## config.mk

```make
export PLATFORM = sky130hd
export DESIGN_NAME = sink_flat
export DESIGN_NICKNAME = d
export VERILOG_FILES = /design/src/rtl/vr_pkg.sv /design/src/rtl/valid_ready_if.sv /design/src/rtl/vr_delay_counter.sv /design/src/rtl/sink.sv /design/src/flat_wrapper.sv
export SDC_FILE = /design/constraint.sdc
export NUM_CORES = 1
export LEC_CHECK = 0
export CAP_MARGIN = 20
export CORE_AREA = 4 4 90 75
export CTS_CLUSTER_SIZE = 16
export DETAILED_ROUTE_END_ITERATION = 12
export DIE_AREA = 0 0 94 79
export HOLD_SLACK_MARGIN = 0.05
export MAX_ROUTING_LAYER = met4
export PLACE_DENSITY = 0.72
export REMOVE_ABC_BUFFERS = 1
export SYNTH_ARGS = -nofsm -noshare
export SYNTH_HDL_FRONTEND = slang
export SYNTH_SLANG_ARGS = --single-unit
export TNS_END_PERCENT = 30
```

## constraint.sdc

```tcl
create_clock -name clk -period 1.7 [get_ports clk]
set_clock_uncertainty 0.05 [all_clocks]
set_input_delay 0.17 -clock clk [delete_from_list [all_inputs] [get_ports clk]]
set_output_delay 0.17 -clock clk [all_outputs]
set_load 0.02 [all_outputs]
```

## src/rtl/vr_pkg.sv

```systemverilog
// Shared types and constants for the valid_ready source/sink pair.
package vr_pkg;
    typedef enum logic [1:0] {WAIT_DELAY, READY} sink_state_t;
    localparam int SEQ_START = 1;  // first value the source emits
endpackage

```

## src/rtl/valid_ready_if.sv

```systemverilog
// Single-beat valid/ready bus between the data source and the sink.
interface valid_ready #(parameter int DATA_WIDTH = 8);
    logic [DATA_WIDTH-1:0] data;
    logic                  valid;
    logic                  ready;

    modport Master (output data, output valid, input ready);
    modport Slave  (input data, input valid, output ready);
endinterface

```

## src/rtl/vr_delay_counter.sv

```systemverilog
// Back-pressure delay counter; done once count+1 reaches delay (or delay is 0).
module vr_delay_counter #(
    parameter int DELAY_BITS = 3
) (
    input  logic                  clk,
    input  logic                  reset,
    input  logic                  clear,
    input  logic [DELAY_BITS-1:0] delay,
    output logic                  done
);
    logic [DELAY_BITS-1:0] count_q, count_d;
    logic [DELAY_BITS:0]   count_inc;

    // Extra bit and >= keep the compare safe when delay drops below the count.
    assign count_inc = {1'b0, count_q} + (DELAY_BITS+1)'(1);
    assign done      = (delay == '0) || (count_inc >= {1'b0, delay});

    always_comb begin
        count_d = count_q;
        if (clear)      count_d = '0;
        else if (!done) count_d = count_inc[DELAY_BITS-1:0];
    end

    always_ff @(posedge clk or negedge reset) begin
        if (!reset) count_q <= '0;
        else        count_q <= count_d;
    end
endmodule

```

## src/rtl/sink.sv

```systemverilog
// Consumer end of the valid_ready bus: programmable back-pressure plus an
// incrementing-sequence checker with beat/error/last-data status.
import vr_pkg::*;

module sink #(
    parameter int DATA_WIDTH = 8,
    parameter int DELAY_BITS = 3,
    parameter int CNT_WIDTH  = 16
) (
    input  logic                  clk,
    input  logic                  reset,
    input  logic [DELAY_BITS-1:0] delay,
    valid_ready.Slave             vrBus,
    output logic [CNT_WIDTH-1:0]  rx_count,
    output logic [CNT_WIDTH-1:0]  err_count,
    output logic                  seq_error,
    output logic [DATA_WIDTH-1:0] last_data
);
    sink_state_t           state_q, state_d;
    logic                  ready_q, ready_d;
    logic [CNT_WIDTH-1:0]  rx_q, rx_d, err_q, err_d;
    logic                  seq_q, seq_d;
    logic [DATA_WIDTH-1:0] last_q, last_d, exp_q, exp_d;
    logic                  hs, clear, done;

    assign hs    = vrBus.valid && ready_q;
    assign clear = (state_q == READY) && hs && (delay != '0);

    vr_delay_counter #(.DELAY_BITS(DELAY_BITS)) u_dly (
        .clk   (clk),
        .reset (reset),
        .clear (clear),
        .delay (delay),
        .done  (done)
    );

    always_comb begin
        state_d = state_q;
        ready_d = ready_q;
        case (state_q)
            WAIT_DELAY: if (done) begin
                ready_d = 1'b1;
                state_d = READY;
            end
            READY: if (clear) begin
                ready_d = 1'b0;
                state_d = WAIT_DELAY;
            end
            default: begin
                ready_d = 1'b0;
                state_d = WAIT_DELAY;
            end
        endcase
    end

    // A mismatch resyncs expected to the received value, so a glitch counts once.
    always_comb begin
        rx_d   = rx_q;
        err_d  = err_q;
        seq_d  = 1'b0;
        last_d = last_q;
        exp_d  = exp_q;
        if (hs) begin
            rx_d   = rx_q + CNT_WIDTH'(1);
            last_d = vrBus.data;
            exp_d  = vrBus.data + DATA_WIDTH'(1);
            if (vrBus.data != exp_q) begin
                seq_d = 1'b1;
                if (err_q != '1) err_d = err_q + CNT_WIDTH'(1);
            end
        end
    end

    always_ff @(posedge clk or negedge reset) begin
        if (!reset) begin
            state_q <= WAIT_DELAY;
            ready_q <= 1'b0;
            rx_q    <= '0;
            err_q   <= '0;
            seq_q   <= 1'b0;
            last_q  <= '0;
            exp_q   <= DATA_WIDTH'(SEQ_START);
        end else begin
            state_q <= state_d;
            ready_q <= ready_d;
            rx_q    <= rx_d;
            err_q   <= err_d;
            seq_q   <= seq_d;
            last_q  <= last_d;
            exp_q   <= exp_d;
        end
    end

    assign vrBus.ready = ready_q;
    assign rx_count    = rx_q;
    assign err_count   = err_q;
    assign seq_error   = seq_q;
    assign last_data   = last_q;
endmodule

```

## src/flat_wrapper.sv

```systemverilog
// flat-port wrapper written by rule: the top's interface ports become plain ports
module sink_flat 
#(
    parameter int DATA_WIDTH = 8,
    parameter int DELAY_BITS = 3,
    parameter int CNT_WIDTH  = 16
)
  (clk, reset, delay, rx_count, err_count, seq_error, last_data, vrBus_data, vrBus_valid, vrBus_ready);
  valid_ready #(.DATA_WIDTH(DATA_WIDTH)) vrBus_i ();
  input  logic clk;
  input  logic reset;
  input  logic [DELAY_BITS-1:0] delay;
  output logic [CNT_WIDTH-1:0] rx_count;
  output logic [CNT_WIDTH-1:0] err_count;
  output logic seq_error;
  output logic [DATA_WIDTH-1:0] last_data;
  input wire logic [$bits(vrBus_i.data)-1:0] vrBus_data;
  input wire logic [$bits(vrBus_i.valid)-1:0] vrBus_valid;
  output wire logic [$bits(vrBus_i.ready)-1:0] vrBus_ready;
  assign vrBus_i.data = vrBus_data;
  assign vrBus_i.valid = vrBus_valid;
  assign vrBus_ready = vrBus_i.ready;
  sink #(.DATA_WIDTH(DATA_WIDTH), .DELAY_BITS(DELAY_BITS), .CNT_WIDTH(CNT_WIDTH)) u_core (.clk(clk), .reset(reset), .delay(delay), .vrBus(vrBus_i), .rx_count(rx_count), .err_count(err_count), .seq_error(seq_error), .last_data(last_data));
endmodule
```

==> key figures, run 1 <==
Floorplanning
  • Die footprint: 7430 um2
  • Die Span X: 94 um
  • Die H: 79 um
  • Starting density of the core: 0.442
  • # IOs: 56
  • Num rows: 25
  • CORE AREA: 5820 um2

STA
  • Final Slew Violations: 0
  • Tmin final: 1810 ps
  • Endpoints failing setup: 12
  • Slew @ Worst Pin: 471 ps
  • Final setup margin: -107 ps
  • Max_slew headroom: 0.683
  • Max Fclk: 553 MHz
  • Unrepaired setup endpoints after global routing: true
  • Final setup TNS: -706 ps
  • Crit share post-route: 1.06
  • Final Hold Vio Count: 0

Clock network
  • Clk buf depth: 2
  • Reg clk slew, reported paths: 100 ps
  • CTS tree: built
  • CTS buffer count: 5
  • Htree depth: 2
  • Clock insertion delay at the later pin of the skew report: 300 ps
  • Sink Count: 53
  • Root buffer cell: clkbuf_8

Logic synthesis
  • YS warnings: 0
  • Post-synth top cells: 55 x nand2_1, 52 x dfrtp_1, 25 x xor2_1
  • Area fraction of the dominant cell type after synthesis: 0.507
  • Main area contributors after synthesis: dfrtp_1 51%, xor2_1 8.5%, nand2_1 8.0%, xnor2_1 6.8%, ha_1 3.4%
  • Synth Area in Compound Gates: 0.0273
  • Post-synthesis sequential area ratio: 0.517
  • Top FF cell, synth: dfrtp_1
  • Post-synth EDFFs: 0
  • Post-Synthesis Cells: 252
  • Post-synthesis mux area share: 0.0185
  • Simple-gate share of the synthesized area: 0.230
  • Count leader, synth: nand2_1
  • #FFs+latches synth: 53
  • Ys async rst share: 1.00
  • Main combinational cell family by area after synthesis: simple AND/OR/NAND/NOR gates
  • Yosys top cell by area: dfrtp_1
  • Netlist cell types: 37
  • Post-Synth Adder-Cell Area: 0.0341
  • Syn Area/Cell: 10.2 um2
  • Post-Syn Area: 2570 um2
  • Post-Synth XOR/XNOR Area: 0.153

Setup path
  • Worst-path cell chain: ha_2, xor2_1, ha_2, a311oi_4, buf_4, o21ai_4, xor2_1, nor2_1
  • Setup crit end: u_core.u_dly.count_q[0]$_DFFE_PN0P_
  • Slowest cell delay on critical path: 390 ps
  • Crit. End Element: register
  • Critical path startpoint: u_core.u_dly.count_q[1]$_DFFE_PN0P_
  • WP data arrival: 1940 ps
  • Crit path max-delay cell type: dfrtp_1
  • Worst reg-to-reg path cell count: 8
  • R2r endpoint: u_core.u_dly.count_q[0]$_DFFE_PN0P_
  • Top fanout value on the critical path: 3
  • Critical path class: register to register
  • Worst R2R Start: u_core.u_dly.count_q[1]$_DFFE_PN0P_
  • CP Launch Type: register
  • Worst Path Required: 1840 ps
  • Flop2flop setup slack: -110 ps

Route
  • Drc violations: 0
  • Routed wire per std cell: 13.9 um
  • Antenna-violating nets left: 0
  • Vias: 2,114
  • DRT iter0 DRCs: 57
  • DRT Wirelength: 6090 um
  • Vias per cell: 4.83
  • Drt pass-1 iters: 4

GRT
  • Largest net degree at the start of global routing: 26
  • Overflow after GRT: 0
  • First-pass GRT wire length: 10,200 um
  • Initial antenna violation count: 0
  • Vias in the first global route: 2,141
  • Total GRT Usage: 0.177

Min path
  • Hold crit path type: input pin to asynchronous set/reset pin

Placement
  • Port Buf Inserts: 55
  • GP Congestion: 0.808
  • Hpwl dp: 4410 um

Layout
  • Share of post-route cells with drive strength above 1: 0.246
  • Synthesis-to-layout area growth: 48.0%
  • Util after Layout: 0.653
  • # diodes: 0
  • Final nets: 377

Power and ir drop
  • Power Total: 5.04 mW
  • VDD IR-drop max: 0.847 mV
  • Pleak: 1.83 nW
  • Pwr dens: 1320 nW/um2

Run status
  • Status: finished, violations left
  • Violated checks: setup timing

Run
  • Max-cap viol count: 0
-- cell families (layout without fill, tap and decap cells) --
kind of cell / after synthesis / count (layout)
AO/OA/AOI/OAI: 12 / 12
XOR/XNOR: 45 / 45
adder cells (fa/ha/maj): 7 / 7
buffers and inverters: 11 / 116
flip-flops: 53 / 53
multiplexers: 4 / 4
AND/OR/NAND/NOR: 120 / 120
-- critical path: cells and delay by family (launching register included) --
kind	cells	cell delay [ps]
xor+xnor	2	320
fa+ha+maj	2	390
flops	1	390
buf+inv	1	170
compound gates	2	310
simple gates	1	60
-- flip-flops by register name (all words and copies together), names as in the netlist --
register,flops
u_core.u_dly.count_q,3
u_core.err_count,16
u_core.vrBus.ready,1
u_core.seq_error,1
u_core.last_data,8
u_core.exp_q,8
u_core.rx_count,16
-- cell type report --
class	count	area [um2]
Clock buffer	5	68.8
Clock inverter	3	25.0
Fill cell	488	2020
Inverter	4	15.0
Multi-Input combinational cell	188	1320
Sequential cell	53	1330
Tap cell	81	101
Timing Repair Buffer	104	946
-- metal layers --
layer  share of wire  up-vias  global-route usage
met4          0.0053        0              0.0375
li1                -     1047                   -
met3           0.032        4              0.0350
met5               0        -                   -
met2            0.50       40               0.288
met1            0.46     1023               0.231
-- worst min path at each step --
stage / from / end / slack (ps) / depth (start not counted)
3_3_place_gp: reset / u_core.last_data[7]$_DFFE_PN0P_ / 80 / 1
4_1_cts: reset / u_core.last_data[6]$_DFFE_PN0P_ / 280 / 2
5_1_grt: reset / u_core.last_data[5]$_DFFE_PN0P_ / 330 / 2
2_1_floorplan: reset / u_core.err_count[0]$_DFFE_PN0P_ / -180 / 0
6_report: reset / u_core.last_data[6]$_DFFE_PN0P_ / 310 / 2
3_5_place_dp: reset / u_core.last_data[6]$_DFFE_PN0P_ / 80 / 1
-- per-stage QoR --
| stage | setup WS, ps | area (um2) | hold slack (ps) | instances |
|---|---|---|---|---|
| finish | -107 | 3800 | 305 | 438 |
| global route | -174 | 3800 | 328 | 438 |
| CTS | -57.1 | 3720 | 281 | 436 |
| detailed placement | -287 | 3520 | 80.2 | 425 |
| global placement | -176 | 3520 | 77.3 | 425 |
| floorplan | -388 | 2530 | -176 | 245 |
-- power by group --
part           leakage (nW)  switching (mW)  internal [mW]  total, mW
Sequential            0.686           0.249           1.64       1.89
Combinational          1.10            1.21           1.20       2.41
Clock                0.0447           0.434          0.298      0.732
Total                  1.83            1.89           3.14       5.04
-- cell usage in the layout, fill, tap and decap left out, drive strengths merged --
cell type	instances
a21oi	1
a311oi	1
and2	1
and3	7
and4	1
buf	49
clkbuf	5
clkdlybuf4s50	50
clkinv	1
clkinvlp	1
dfrtp	52
dfstp	1
dlygate4sd2	1
dlygate4sd3	1
dlymetal6s2s	3
ha	7
inv	5
mux2	3
mux2i	1
nand2	55
nand2b	2
nand3	10
nand4	8
nor2	15
nor2b	1
nor3	10
nor3b	3
nor4	4
o211ai	1
o21ai	9
or2	2
or3	1
xnor2	20
xor2	25
-- repair_timing --
item / 4_1_cts / 5_1_grt
gates resized for setup: 18 / 18
endpoints found under the setup margin: 20 / 23
endpoints found under the hold margin: 16 / 0
setup buffers: 1 / 2
gates cloned: 1 / 0
pin swaps: 6 / 2
hold buffers: 1 / 0
Power figures use the tool's default switching activity.
==> run 2: changes to the inputs <==
Settings changed: CORE_AREA 4 4 90 75 to 4 4 86 72, DIE_AREA 0 0 94 79 to 0 0 90 76, PLACE_DENSITY 0.72 to 0.75.
Clock period 1.7 ns to 2 ns, I/O delays scaled along.
==> key figures, run 2 (synthesis gave the netlist of run 1 again) <==
Clock network
  • Reg clk slew, reported paths: 100 ps (about the same)
  • Sink Count: 53 (unchanged)
  • CTS buffer count: 5 (unchanged)
  • Clock insertion delay at the later pin of the skew report: 300 ps (about the same)
  • Root buffer cell: clkbuf_8 (unchanged)
  • Clk buf depth: 2 (unchanged)
  • Htree depth: 2 (unchanged)
  • CTS tree: built (unchanged)
  • Post-CTS setup buffer count: 0 (was 1)

Power and ir drop
  • Power Total: 4.05 mW (was 5.04 mW)
  • VDD IR-drop max: 0.675 mV (was 0.847 mV)
  • Pleak: 1.63 nW (was 1.83 nW)
  • Pwr dens: 1170 nW/um2 (was 1320 nW/um2)

Placement
  • GP Congestion: 0.821 (was 0.808)
  • Setup WS pre-CTS: 24.8 ps (was -287 ps)
  • Port Buf Inserts: 55 (unchanged)
  • Cell area after placement: 3310 um2 (was 3520 um2)
  • Hpwl dp: 3890 um (was 4410 um)

GRT
  • Overflow after GRT: 0 (unchanged)
  • Total GRT Usage: 0.163 (was 0.177)
  • First-pass GRT wire length: 9210 um (was 10,200 um)
  • Initial antenna violation count: 0 (unchanged)
  • Vias in the first global route: 1,987 (was 2,141)
  • Largest net degree at the start of global routing: 54 (was 26)

Layout
  • # diodes: 0 (unchanged)
  • Finished Cell Area: 3450 um2 (was 3800 um2)
  • Commonest non-fill, non-tap cell in the layout: nand2_1 (unchanged)
  • Final nets: 348 (was 377)
  • Most frequent cells in the layout: 55 x nand2_1, 54 x clkdlybuf4s50_1, 52 x dfrtp_1, 25 x xor2_1, 20 x xnor2_1 (was 55 x nand2_1, 52 x dfrtp_1, 50 x clkdlybuf4s50_1, 44 x buf_4, 25 x xor2_1)
  • Synthesis-to-layout area growth: 34.3% (was 48.0%)
  • Share of post-route cells with drive strength above 1: 0.119 (was 0.246)
  • Util after Layout: 0.649 (was 0.653)

STA
  • Crit share post-route: 0.947 (was 1.06)
  • Endpoints failing setup: 0 (was 12)
  • Final Hold Vio Count: 0 (unchanged)
  • Final setup TNS: 0 ps (was -706 ps)
  • Final setup margin: 105 ps (was -107 ps)
  • Max Fclk: 528 MHz (was 553 MHz)
  • Unrepaired setup endpoints after global routing: false (was true)
  • Tmin final: 1890 ps (was 1810 ps)
  • Final Slew Violations: 0 (unchanged)
  • Slew @ Worst Pin: 662 ps (was 471 ps)
  • Max_slew headroom: 0.559 (was 0.683)

Floorplanning
  • Die footprint: 6840 um2 (was 7430 um2)
  • Num rows: 24 (was 25)
  • CORE AREA: 5320 um2 (was 5820 um2)
  • Die H: 76 um (was 79 um)
  • # IOs: 56 (unchanged)
  • Starting density of the core: 0.483 (was 0.442)
  • Die Span X: 90 um (was 94 um)

Min path
  • Hold crit path type: register to register (was input pin to asynchronous set/reset pin)

Setup path
  • Top fanout value on the critical path: 13 (was 3)
  • Worst Path Required: 2140 ps (was 1840 ps)
  • Critical path class: register to register (unchanged)
  • CP Launch Type: register (unchanged)
  • WP data arrival: 2040 ps (was 1940 ps)
  • Crit. End Element: register (unchanged)

Route
  • Vias per cell: 5.00 (was 4.83)
  • Antenna-violating nets left: 0 (unchanged)
  • Vias: 1,965 (was 2,114)
  • Drc violations: 0 (unchanged)
  • Drt pass-1 iters: 4 (unchanged)
  • Routed wire per std cell: 13.3 um (was 13.9 um)
  • DRT iter0 DRCs: 81 (was 57)
  • DRT Wirelength: 5230 um (was 6090 um)

Run
  • Max-cap viol count: 0 (unchanged)

Run status
  • Status: completed (was finished, violations left)
-- run 2: timing repair --
item / CTS / global route
setup endpoints to repair: 0 / 5
endpoints found under the hold margin: 52 / 0
resized for setup: 0 / 4
hold buffers: 1 / 0
-- run 2: layout make-up --
class | count | area, um2
Clock buffer | 6 | 72.6
Clock inverter | 2 | 38.8
Fill cell | 447 | 1860
Inverter | 4 | 15.0
Multi-Input combinational cell | 188 | 1200
Sequential cell | 53 | 1330
Tap cell | 65 | 81.3
Timing Repair Buffer | 75 | 714
-- run 2: routing by layer --
metal	global-route usage	part of all wire
met1	0.220	0.51
met2	0.252	0.45
met3	0.0395	0.039
met4	0.0382	0.0042
met5	-	0
-- run 2: report_power, final --
group / switching [mW] / total (mW) / internal, mW / leakage, nW
registers: 0.262 / 1.66 / 1.40 / 0.686
clock network: 0.350 / 0.726 / 0.376 / 0.0554
logic: 0.838 / 1.66 / 0.825 / 0.892
total: 1.45 / 4.05 / 2.60 / 1.63
-- run 2: through the flow --
| step | hold slack, ps | instances |
|---|---|---|
| after global routing | 470 | 393 |
| after detailed placement | 324 | 384 |
| final | 431 | 393 |
| after floorplan | -146 | 245 |
| after global placement | 309 | 384 |
| after CTS | 437 | 393 |
-- run 2: final timing paths --
| check | startpoint | slack [ps] | to | depth (start not counted) |
|---|---|---|---|---|
| setup / recovery | u_core.err_count[1]$_DFFE_PN0P_ | 110 | u_core.err_count[1]$_DFFE_PN0P_ | 7 |
| hold / removal | u_core.last_data[6]$_DFFE_PN0P_ | 430 | u_core.last_data[6]$_DFFE_PN0P_ | 2 |
| setup reg to reg | u_core.err_count[1]$_DFFE_PN0P_ | 110 | u_core.err_count[1]$_DFFE_PN0P_ | 7 |
| hold reg to reg | u_core.last_data[6]$_DFFE_PN0P_ | 430 | u_core.last_data[6]$_DFFE_PN0P_ | 2 |
| max in group asynchronous | reset | 960 | u_core.err_count[0]$_DFFE_PN0P_ | 3 |
| min in group asynchronous | reset | 480 | u_core.last_data[7]$_DFFE_PN0P_ | 3 |
-- run 2: worst max-delay path, cell delays in order, from the launching register on --
cell	delay [ps]
dfrtp_1	410
ha_1	170
and3_1	180
nand3_1	170
nor4_4	260
buf_6	190
nor2_2	60
mux2_4	290
